<file path="src/rtl/mips_hazard_pkg.sv">
// mips_hazard_pkg: shared register-address width, forwarding select codes and
// the source/destination match rule used by the read-hazard unit.
package mips_hazard_pkg;
   localparam int REG_AW = 5;
   typedef logic [REG_AW-1:0] reg_addr_t;
   localparam logic [1:0] FWD_RF = 2'b00;
   localparam logic [1:0] FWD_W  = 2'b01;
   localparam logic [1:0] FWD_M  = 2'b10;
   localparam reg_addr_t REG_ZERO = '0;
   // $0 is hardwired, so a write to it never creates a dependency
   function automatic logic reg_match(input logic use_src, input logic wr,
                                      input reg_addr_t src, input reg_addr_t dst);
      return use_src & wr & (src == dst) & (src != REG_ZERO);
   endfunction
endpackage

</file>
<file path="src/rtl/reg_read_hazard_if.sv">
// reg_read_hazard_if: decode/execute source and destination tags in, stall,
// bubble, forwarding selects and write-back address out.
interface reg_read_hazard_if;
   import mips_hazard_pkg::*;
   logic       stall_ext;
   logic       flushE;
   reg_addr_t  rsD;
   reg_addr_t  rtD;
   logic       useRsD;
   logic       useRtD;
   reg_addr_t  waE;
   logic       regWriteE;
   logic       memReadE;
   logic       stallD;
   logic       bubbleE;
   logic [1:0] fwdAE;
   logic [1:0] fwdBE;
   reg_addr_t  waW;
   logic       regWriteW;
   modport master(output stall_ext, flushE, rsD, rtD, useRsD, useRtD, waE, regWriteE, memReadE,
                  input stallD, bubbleE, fwdAE, fwdBE, waW, regWriteW);
   modport slave(input stall_ext, flushE, rsD, rtD, useRsD, useRtD, waE, regWriteE, memReadE,
                 output stallD, bubbleE, fwdAE, fwdBE, waW, regWriteW);
endinterface

</file>
<file path="src/rtl/reg_read_hazard_tag_stage.sv">
// hazard_tag_stage: holdable destination tag (addr, regWrite, memRead) for one
// pipeline stage.
module hazard_tag_stage
   import mips_hazard_pkg::*;
(
   input  logic      clk,
   input  logic      rst_n,
   input  logic      hold,
   input  reg_addr_t addr_d,
   input  logic      wr_d,
   input  logic      rd_d,
   output reg_addr_t addr_q,
   output logic      wr_q,
   output logic      rd_q
);
   always_ff @(posedge clk or negedge rst_n) begin
      if (!rst_n) begin
         addr_q <= REG_ZERO;
         wr_q   <= 1'b0;
         rd_q   <= 1'b0;
      end else if (!hold) begin
         addr_q <= addr_d;
         wr_q   <= wr_d;
         rd_q   <= rd_d;
      end
   end
endmodule

</file>
<file path="src/rtl/reg_read_hazard.sv">
// reg_read_hazard: tracks in-flight destinations through M/W and resolves
// read hazards; REG_FWD_EN selects forwarding + load-use stall, else pure interlock.
module reg_read_hazard
   import mips_hazard_pkg::*;
(
   input logic clk,
   input logic rst_n,
   reg_read_hazard_if.slave hz
);
   reg_addr_t  rs_e_q, rs_e_d, rt_e_q, rt_e_d;
   logic       use_rs_e_q, use_rs_e_d, use_rt_e_q, use_rt_e_d;
   reg_addr_t  wa_m, wa_w;
   logic       wr_m, rd_m, wr_w, rd_w;
   logic       stall;
   logic [1:0] fwd_a, fwd_b;

   hazard_tag_stage u_m (
      .clk(clk), .rst_n(rst_n), .hold(hz.stall_ext),
      .addr_d(hz.waE), .wr_d(hz.regWriteE), .rd_d(hz.memReadE),
      .addr_q(wa_m), .wr_q(wr_m), .rd_q(rd_m)
   );

   hazard_tag_stage u_w (
      .clk(clk), .rst_n(rst_n), .hold(hz.stall_ext),
      .addr_d(wa_m), .wr_d(wr_m), .rd_d(rd_m),
      .addr_q(wa_w), .wr_q(wr_w), .rd_q(rd_w)
   );

   always_comb begin
`ifdef REG_FWD_EN
      stall = rst_n & hz.memReadE & hz.regWriteE &
              (reg_match(hz.useRsD, 1'b1, hz.rsD, hz.waE) | reg_match(hz.useRtD, 1'b1, hz.rtD, hz.waE));
      fwd_a = reg_match(use_rs_e_q, wr_m, rs_e_q, wa_m) ? FWD_M :
              reg_match(use_rs_e_q, wr_w, rs_e_q, wa_w) ? FWD_W : FWD_RF;
      fwd_b = reg_match(use_rt_e_q, wr_m, rt_e_q, wa_m) ? FWD_M :
              reg_match(use_rt_e_q, wr_w, rt_e_q, wa_w) ? FWD_W : FWD_RF;
`else
      // no write-through register file, so a writer in W still blocks the read
      stall = rst_n & (reg_match(hz.useRsD, hz.regWriteE, hz.rsD, hz.waE) |
                       reg_match(hz.useRsD, wr_m, hz.rsD, wa_m) |
                       reg_match(hz.useRsD, wr_w, hz.rsD, wa_w) |
                       reg_match(hz.useRtD, hz.regWriteE, hz.rtD, hz.waE) |
                       reg_match(hz.useRtD, wr_m, hz.rtD, wa_m) |
                       reg_match(hz.useRtD, wr_w, hz.rtD, wa_w));
      fwd_a = FWD_RF;
      fwd_b = FWD_RF;
`endif
      rs_e_d     = hz.rsD;
      rt_e_d     = hz.rtD;
      use_rs_e_d = hz.useRsD & ~hz.flushE & ~stall;
      use_rt_e_d = hz.useRtD & ~hz.flushE & ~stall;
   end

   always_ff @(posedge clk or negedge rst_n) begin
      if (!rst_n) begin
         rs_e_q     <= REG_ZERO;
         rt_e_q     <= REG_ZERO;
         use_rs_e_q <= 1'b0;
         use_rt_e_q <= 1'b0;
      end else if (!hz.stall_ext) begin
         rs_e_q     <= rs_e_d;
         rt_e_q     <= rt_e_d;
         use_rs_e_q <= use_rs_e_d;
         use_rt_e_q <= use_rt_e_d;
      end
   end

   assign hz.stallD    = stall;
   assign hz.bubbleE   = stall;
   assign hz.fwdAE     = fwd_a;
   assign hz.fwdBE     = fwd_b;
   assign hz.waW       = wa_w;
   assign hz.regWriteW = wr_w;
endmodule

</file>
<file path="src/flat_wrapper.sv">
// flat-port wrapper written by rule: the top's interface ports become plain ports
module reg_read_hazard_flat import mips_hazard_pkg::*;
  (clk, rst_n, hz_stall_ext, hz_flushE, hz_rsD, hz_rtD, hz_useRsD, hz_useRtD, hz_waE, hz_regWriteE, hz_memReadE, hz_stallD, hz_bubbleE, hz_fwdAE, hz_fwdBE, hz_waW, hz_regWriteW);
  reg_read_hazard_if hz_i ();
  input logic clk;
  input logic rst_n;
  input wire logic [$bits(hz_i.stall_ext)-1:0] hz_stall_ext;
  input wire logic [$bits(hz_i.flushE)-1:0] hz_flushE;
  input wire logic [$bits(hz_i.rsD)-1:0] hz_rsD;
  input wire logic [$bits(hz_i.rtD)-1:0] hz_rtD;
  input wire logic [$bits(hz_i.useRsD)-1:0] hz_useRsD;
  input wire logic [$bits(hz_i.useRtD)-1:0] hz_useRtD;
  input wire logic [$bits(hz_i.waE)-1:0] hz_waE;
  input wire logic [$bits(hz_i.regWriteE)-1:0] hz_regWriteE;
  input wire logic [$bits(hz_i.memReadE)-1:0] hz_memReadE;
  output wire logic [$bits(hz_i.stallD)-1:0] hz_stallD;
  output wire logic [$bits(hz_i.bubbleE)-1:0] hz_bubbleE;
  output wire logic [$bits(hz_i.fwdAE)-1:0] hz_fwdAE;
  output wire logic [$bits(hz_i.fwdBE)-1:0] hz_fwdBE;
  output wire logic [$bits(hz_i.waW)-1:0] hz_waW;
  output wire logic [$bits(hz_i.regWriteW)-1:0] hz_regWriteW;
  assign hz_i.stall_ext = hz_stall_ext;
  assign hz_i.flushE = hz_flushE;
  assign hz_i.rsD = hz_rsD;
  assign hz_i.rtD = hz_rtD;
  assign hz_i.useRsD = hz_useRsD;
  assign hz_i.useRtD = hz_useRtD;
  assign hz_i.waE = hz_waE;
  assign hz_i.regWriteE = hz_regWriteE;
  assign hz_i.memReadE = hz_memReadE;
  assign hz_stallD = hz_i.stallD;
  assign hz_bubbleE = hz_i.bubbleE;
  assign hz_fwdAE = hz_i.fwdAE;
  assign hz_fwdBE = hz_i.fwdBE;
  assign hz_waW = hz_i.waW;
  assign hz_regWriteW = hz_i.regWriteW;
  reg_read_hazard u_core (.clk(clk), .rst_n(rst_n), .hz(hz_i));
endmodule
</file>
<file path="config.mk">
export PLATFORM = sky130hd
export DESIGN_NAME = reg_read_hazard_flat
export DESIGN_NICKNAME = d
export VERILOG_FILES = /design/src/rtl/mips_hazard_pkg.sv /design/src/rtl/reg_read_hazard_if.sv /design/src/rtl/reg_read_hazard_tag_stage.sv /design/src/rtl/reg_read_hazard.sv /design/src/flat_wrapper.sv
export SDC_FILE = /design/constraint.sdc
export NUM_CORES = 1
export LEC_CHECK = 0
export ABC_CLOCK_PERIOD_IN_PS = 4300
export CORE_ASPECT_RATIO = 1.1
export CORE_MARGIN = 2
export CORE_UTILIZATION = 39
export DETAILED_ROUTE_END_ITERATION = 16
export GPL_ROUTABILITY_DRIVEN = 0
export PLACE_DENSITY = 0.74
export SETUP_SLACK_MARGIN = 0.1
export SYNTH_ARGS = -nofsm -noshare
export SYNTH_HDL_FRONTEND = slang
export SYNTH_SLANG_ARGS = --single-unit
</file>
<file path="constraint.sdc">
create_clock -name clk -period 4.3 [get_ports clk]
set_clock_uncertainty 0.1 [all_clocks]
set_input_delay 0.86 -clock clk [delete_from_list [all_inputs] [get_ports clk]]
set_output_delay 0.86 -clock clk [all_outputs]
set_load 0.1 [all_outputs]
</file>
==> flow_summary_export.csv, run 1 <==
group,metric,value,unit
cts,post-cts-setup-buffers,0,
cts,clk_pin_slew,0.07,ns
cts,clock-sinks,12,
worst_setup_path,cp_slowest_cell,"clkdlybuf4s50_1",
routing,drtIter0Drc,10,
yosys,ys_warn_count,0,
global_route,antenna_found_initial,0,
cts,cts_tree,"done",
finish,area_growth,38.70,%
worst_setup_path,path_cells,"clkdlybuf4s50_1, xor2_1, nor4_1, nand4_1, a31oi_1, or2_1, buf_12",
timing,maxSlewHeadroom,35.39,%
cts,clk_latency,0.26,ns
timing,final.period_utilization,85.38,%
timing,rsz0062_at_grt,"no",
routing,vias_per_cell,4.993,
finish,drive_gt1_share,16.51,%
pwr,netSwitchingPower,0.0001758,W
timing,min_period,3.671,ns
worst_setup_path,worstPathRequired,3.34,ns
pwr,leakage,0.4691,nW
routing,drt_wl_total,1.921,mm
yosys,async_reset_ff_share,100.0,%
routing,dr.pass1.iters,4,
cts,cts-root-buf,"clkbuf_4",
worst_setup_path,cp_max_fo,4,
floorplanning,die_height,53.35,µm
pwr,clockPowerShare,16.5,%
outcome,status,"finished, final reports clean",
min_path,hold_depth,1,
yosys,yosys.area.top_type,"dfrtp_1",
global_route,grt_pass1_vias,667,
worst_setup_path,crit_buf_inv,2,
timing,finalSetupTns,0,ns
cts,cts.path.max_buffers,2,
yosys,postSynthCellCount,80,
yosys,synth_edf_count,0,
global_route,grtUsageTotal,15.74,%
yosys,synth_common_cells,"xor2_1 (24), dfrtp_1 (12), mux2_2 (12)",
timing,fmaxAchievable,272.4,MHz
yosys,netlist_area,863.3,µm²
worst_setup_path,path_class,"in2out",
routing,ant_nets,0,
yosys,synth.area.top_cells,"dfrtp_1 (35%), xor2_1 (24%), mux2_2 (16%), xnor2_1 (6.1%), buf_4 (4.3%)",
global_route,grt_max_degree,15,
yosys,seq_area_frac_synth,34.78,%
floorplanning,core,2042,µm²
cts,cts_buffers,3,
yosys,synth_ff_type,"dfrtp_1",
worst_setup_path,path_delay_family,"simple AND/OR/NAND/NOR gates",
placed_design,place_ws,0.6304,ns
routing,drcViolationCount,0,
flow_run,max_cap_viol_count,0,
worst_setup_path,rr_worst_depth,1,
timing,setup_viol,0,
yosys,synth_top_area_share,34.78,%
floorplanning,start_util,42.28,%
timing,worstMarginPinSlew,0.9661,ns
floorplanning,ios,35,
floorplanning,dieArea,2606,µm²
global_route,grt_overflow,0,
placed_design,dpl.hpwl,1.559,mm
worst_setup_path,cp-start-kind,"primary input",
pwr,ir_drop,0.0002126,V
finish,diodes,0,
cts,ctsResizeCount,0,
pwr,internal-power,0.0002255,W
pwr,p_per_area,335.2,nW/µm²
cts,cts_max_level,1,
floorplanning,die_x,48.86,µm
worst_setup_path,max_stage_delay,0.51,ns
cts,hold_buffers,0,
floorplanning,rows,17,
min_path,min_path_type,"reg2reg",
routing,vias,684,
worst_setup_path,cp-end-kind,"output pin",
global_route,grt_pass1_wl,3.022,mm
worst_setup_path,arrival,2.71,ns
pwr,power_frac_comb,47.2,%
pwr,seq_power_share,36.3,%
yosys,synth_cell_types,14,
routing,wl_per_cell,14.02,µm
yosys,yosysMostFrequentCell,"xor2_1",
yosys,avgSynthCellArea,10.79,µm²
pwr,netSwitchingFraction,43.81,%
timing,fin_ws,0.6289,ns
finish,nNetsFinal,134,
placed_design,portBuffers,28,
timing,hold_viol_final,0,
timing,drv_slew,0,
worst_setup_path,cp.depth,7,
yosys,ys_seq_elements,12,
## final timing paths
path	from	to	slack [ns]
max	hz_rsD[4]	hz_bubbleE	0.63
min	u_core.u_m.wr_q	u_core.u_w.wr_q	0.47
max reg2reg	u_core.u_w.addr_q[0]	u_core.u_w.addr_q[0]	3.37
min reg2reg	u_core.u_m.wr_q	u_core.u_w.wr_q	0.47
max in group asynchronous	rst_n	u_core.u_w.addr_q[0]	3.14
min in group asynchronous	rst_n	u_core.u_m.wr_q	0.79
## area by class of cell
| class | instances | area (µm²) |
|---|---|---|
| Tap cell | 28 | 35.03 |
| Multi-Input combinational cell | 65 | 531.8 |
| Timing Repair Buffer | 29 | 307.8 |
| Clock buffer | 3 | 22.52 |
| Sequential cell | 12 | 300.3 |
| Fill cell | 197 | 844.6 |
## power groups by stage
stage	logic [W]	registers, W	clock network (W)
after floorplan	0.0000720	0.000206	0
after global placement	0.000189	0.000147	0
after detailed placement	0.000190	0.000148	0
after CTS	0.000190	0.000146	0.0000696
after global routing	0.000198	0.000148	0.0000752
final	0.000189	0.000146	0.0000663
## metal layers
metal,vias to the layer above,wire length (µm),global-route usage (%)
li1,335,-,-
met1,326,857,18.06
met2,21,951,28.77
met3,2,102,2.825
met4,0,10,7.143
met5,-,0,0
## flip-flops by register name, indices dropped and copies added (netlist names)
register           cells
u_core.u_m.addr_q      5
u_core.u_w.wr_q        1
u_core.u_m.wr_q        1
u_core.u_w.addr_q      5
## cell families (layout without fill, tap and decap cells)
| kind of cell | count (synthesis) | in the layout | share of synthesized area (%) |
|---|---|---|---|
| other | 1 | 4 | 0.4344 |
| AOI/OAI and AO/OA | 4 | 4 | 2.607 |
| xor gates and xnor gates | 30 | 30 | 30.43 |
| DFF | 12 | 12 | 34.78 |
| buffers and inverters | 6 | 32 | 4.927 |
| and+or+nand+nor | 15 | 15 | 11.16 |
| muxes | 12 | 12 | 15.65 |
## through the flow
stage           power, W  std cells  instance area, µm²  util, %  hold WS [ns]
6_report       0.0004013        137                1197    58.64        0.4738
5_1_grt        0.0004216        137                1197    58.64        0.4942
4_1_cts        0.0004060        137                1197    58.64        0.4732
3_5_place_dp   0.0003379        134                1175    57.54        0.4564
3_3_place_gp   0.0003366        134                1175    57.54        0.4604
2_1_floorplan  0.0002783         83               874.6        -        0.4196
## placed cells by master (no fill, tap or decap), drive strengths merged
cell,n
nand4,6
a31oi,2
or2,1
or4,2
o21ai,2
clkdlybuf4s50,26
buf,3
nor4,6
conb,4
dfrtp,12
mux2,12
xnor2,6
clkbuf,3
xor2,24
Note: power is estimated with default switching activity, not from simulation.
==> run 2: changes to the inputs <==
--- a/config.mk
+++ b/config.mk
@@ -16,3 +16,4 @@
 export SYNTH_ARGS = -nofsm -noshare
 export SYNTH_HDL_FRONTEND = slang
 export SYNTH_SLANG_ARGS = --single-unit
+export TNS_END_PERCENT = 100
==> results of run 2 <==
No change in the layout: final DEF, timing and power equal those of run 1.
==> run 3: changes to the inputs <==
--- a/config.mk
+++ b/config.mk
@@ -5,14 +5,14 @@
 export SDC_FILE = /design/constraint.sdc
 export NUM_CORES = 1
 export LEC_CHECK = 0
-export ABC_CLOCK_PERIOD_IN_PS = 4300
+export ABC_CLOCK_PERIOD_IN_PS = 4600
 export CORE_ASPECT_RATIO = 1.1
 export CORE_MARGIN = 2
 export CORE_UTILIZATION = 39
 export DETAILED_ROUTE_END_ITERATION = 16
 export GPL_ROUTABILITY_DRIVEN = 0
 export PLACE_DENSITY = 0.74
-export SETUP_SLACK_MARGIN = 0.1
+export SETUP_SLACK_MARGIN = 0.5
 export SYNTH_ARGS = -nofsm -noshare
 export SYNTH_HDL_FRONTEND = slang
 export SYNTH_SLANG_ARGS = --single-unit
==> constraint.sdc (replaced) <==
create_clock -name clk -period 4.6 [get_ports clk]
set_clock_uncertainty 0.1 [all_clocks]
set_input_delay 0.92 -clock clk [delete_from_list [all_inputs] [get_ports clk]]
set_output_delay 0.92 -clock clk [all_outputs]
set_load 0.1 [all_outputs]
==> flow_summary_export.csv, run 3 (synthesis results as in run 1) <==
group,metric,value,unit
timing,worstMarginPinSlew,0.9679,ns
worst_setup_path,cp-end-kind,"output pin",
timing,hold-worst-slack,0.4706,ns
placed_design,portBuffers,28,
worst_setup_path,worstPathRequired,3.58,ns
timing,maxSlewHeadroom,35.27,%
worst_setup_path,max_stage_delay,0.51,ns
timing,min_period,3.813,ns
global_route,grt_pass1_wl,3.277,mm
floorplanning,core,2042,µm²
finish,reg.largest.list,"u_core.u_m.addr_q x5, u_core.u_w.addr_q x5",
finish,nNetsFinal,134,
min_path,min_path_type,"reg2reg",
pwr,ir_drop,0.0002455,V
worst_setup_path,cp_slowest_cell,"clkdlybuf4s50_1",
global_route,antenna_found_initial,0,
timing,drv_slew,0,
global_route,grt_max_degree,13,
cts,ctsResizeCount,0,
worst_setup_path,r2r-end,"u_core.u_m.addr_q[4]",
routing,wl_per_cell,15.66,µm
outcome,status,"finished, final reports clean",
timing,setup_viol,0,
min_path,hold_depth,1,
routing,dr.pass1.iters,4,
min_path,hold_end,"u_core.u_w.wr_q",
worst_setup_path,arrival,2.79,ns
timing,finalSetupTns,0,ns
cts,cts.path.max_buffers,2,
worst_setup_path,cp_max_fo,4,
routing,ant_nets,0,
worst_setup_path,path_class,"in2out",
cts,cts_tree,"done",
global_route,grt_overflow,0,
floorplanning,rows,17,
routing,drcViolationCount,0,
worst_setup_path,rr_worst_depth,1,
finish,final_cell_mix,"clkdlybuf4s50_1 (26), xor2_1 (24), mux2_2 (12), dfrtp_1 (12)",
worst_setup_path,worstReg2RegStart,"u_core.u_m.addr_q[4]",
cts,cts_buffers,3,
worst_setup_path,cp.depth,7,
worst_setup_path,cp-start-kind,"primary input",
global_route,grt_pass1_vias,730,
timing,fmaxAchievable,262.2,MHz
timing,rsz0062_at_grt,"no",
worst_setup_path,path_cells,"clkdlybuf4s50_1, xor2_1, nor4_1, nand4_1, a31oi_1, or2_1, buf_4",
cts,post-cts-setup-buffers,0,
floorplanning,die_x,48.86,µm
floorplanning,start_util,42.28,%
pwr,leakage,0.4636,nW
global_route,grtUsageTotal,17.27,%
routing,vias_per_cell,5.226,
min_path,min-delay-start,"u_core.u_m.wr_q",
finish,diodes,0,
timing,final.period_utilization,82.90,%
routing,drtIter0Drc,7,
timing,hold_viol_final,0,
finish,drive_gt1_share,16.51,%
cts,clk_latency,0.27,ns
routing,vias,716,
worst_setup_path,crit_buf_inv,2,
floorplanning,dieArea,2606,µm²
flow_run,max_cap_viol_count,0,
routing,drt_wl_total,2.145,mm
cts,clock-sinks,12,
worst_setup_path,path_delay_family,"buffers and inverters",
finish,final_common_cell,"clkdlybuf4s50_1",
cts,hold_buffers,0,
floorplanning,ios,35,
pwr,p_per_area,321.6,nW/µm²
finish,area_growth,35.80,%
cts,clk_pin_slew,0.07,ns
worst_setup_path,rrSetupSlack,3.65,ns
cts,cts_max_level,1,
floorplanning,die_height,53.35,µm
cts,cts-root-buf,"clkbuf_4",
run 3: cell counts in the layout (fill, tap and decap cells not counted):
No cell type changed its count.
run 3: layout make-up:
class	instances	area, µm²
flip-flops and latches	12	300.3
multi-input cells	65	531.8
fillers	188	869.6
clock buffers	3	22.52
repair buffers	29	282.8
well taps	28	35.03
run 3: power breakdown:
group | switching (W) | internal (W) | leakage [nW]
clock network | 0.0000340 | 0.0000303 | 0.0138
logic | 0.000116 | 0.0000601 | 0.309
registers | 0.0000184 | 0.000119 | 0.141
run 3: worst max path at each step:
stage                          from          to  slack, ns
3_3_place_gp              hz_rtD[3]  hz_bubbleE       0.88
6_report                  hz_rsD[4]  hz_bubbleE       0.79
3_5_place_dp              hz_rsD[4]  hz_bubbleE       0.78
2_1_floorplan  u_core.u_w.addr_q[3]   hz_stallD       0.76
5_1_grt                   hz_rsD[4]   hz_stallD       0.70
4_1_cts                   hz_rsD[4]  hz_bubbleE       0.77
run 3: metrics by stage:
stage          total power, W  instance area, µm²  utilization, %  cells  setup slack (ns)
3_3_place_gp        0.0003127                1150           56.31    134            0.8812
2_1_floorplan       0.0002601               874.6               -     83            0.7569
3_5_place_dp        0.0003145                1150           56.31    134            0.7813
4_1_cts             0.0003803                1172           57.41    137            0.7748
5_1_grt             0.0003966                1172           57.41    137            0.6981
6_report            0.0003770                1172           57.41    137            0.7867
run 3: routing by layer:
metal,part of all wire [%],routed length [µm],GRT usage (%)
met1,43,933,19.41
met2,50,1082,31.51
met3,4.4,94,2.542
met4,1.6,34,10.00
met5,0,0,0
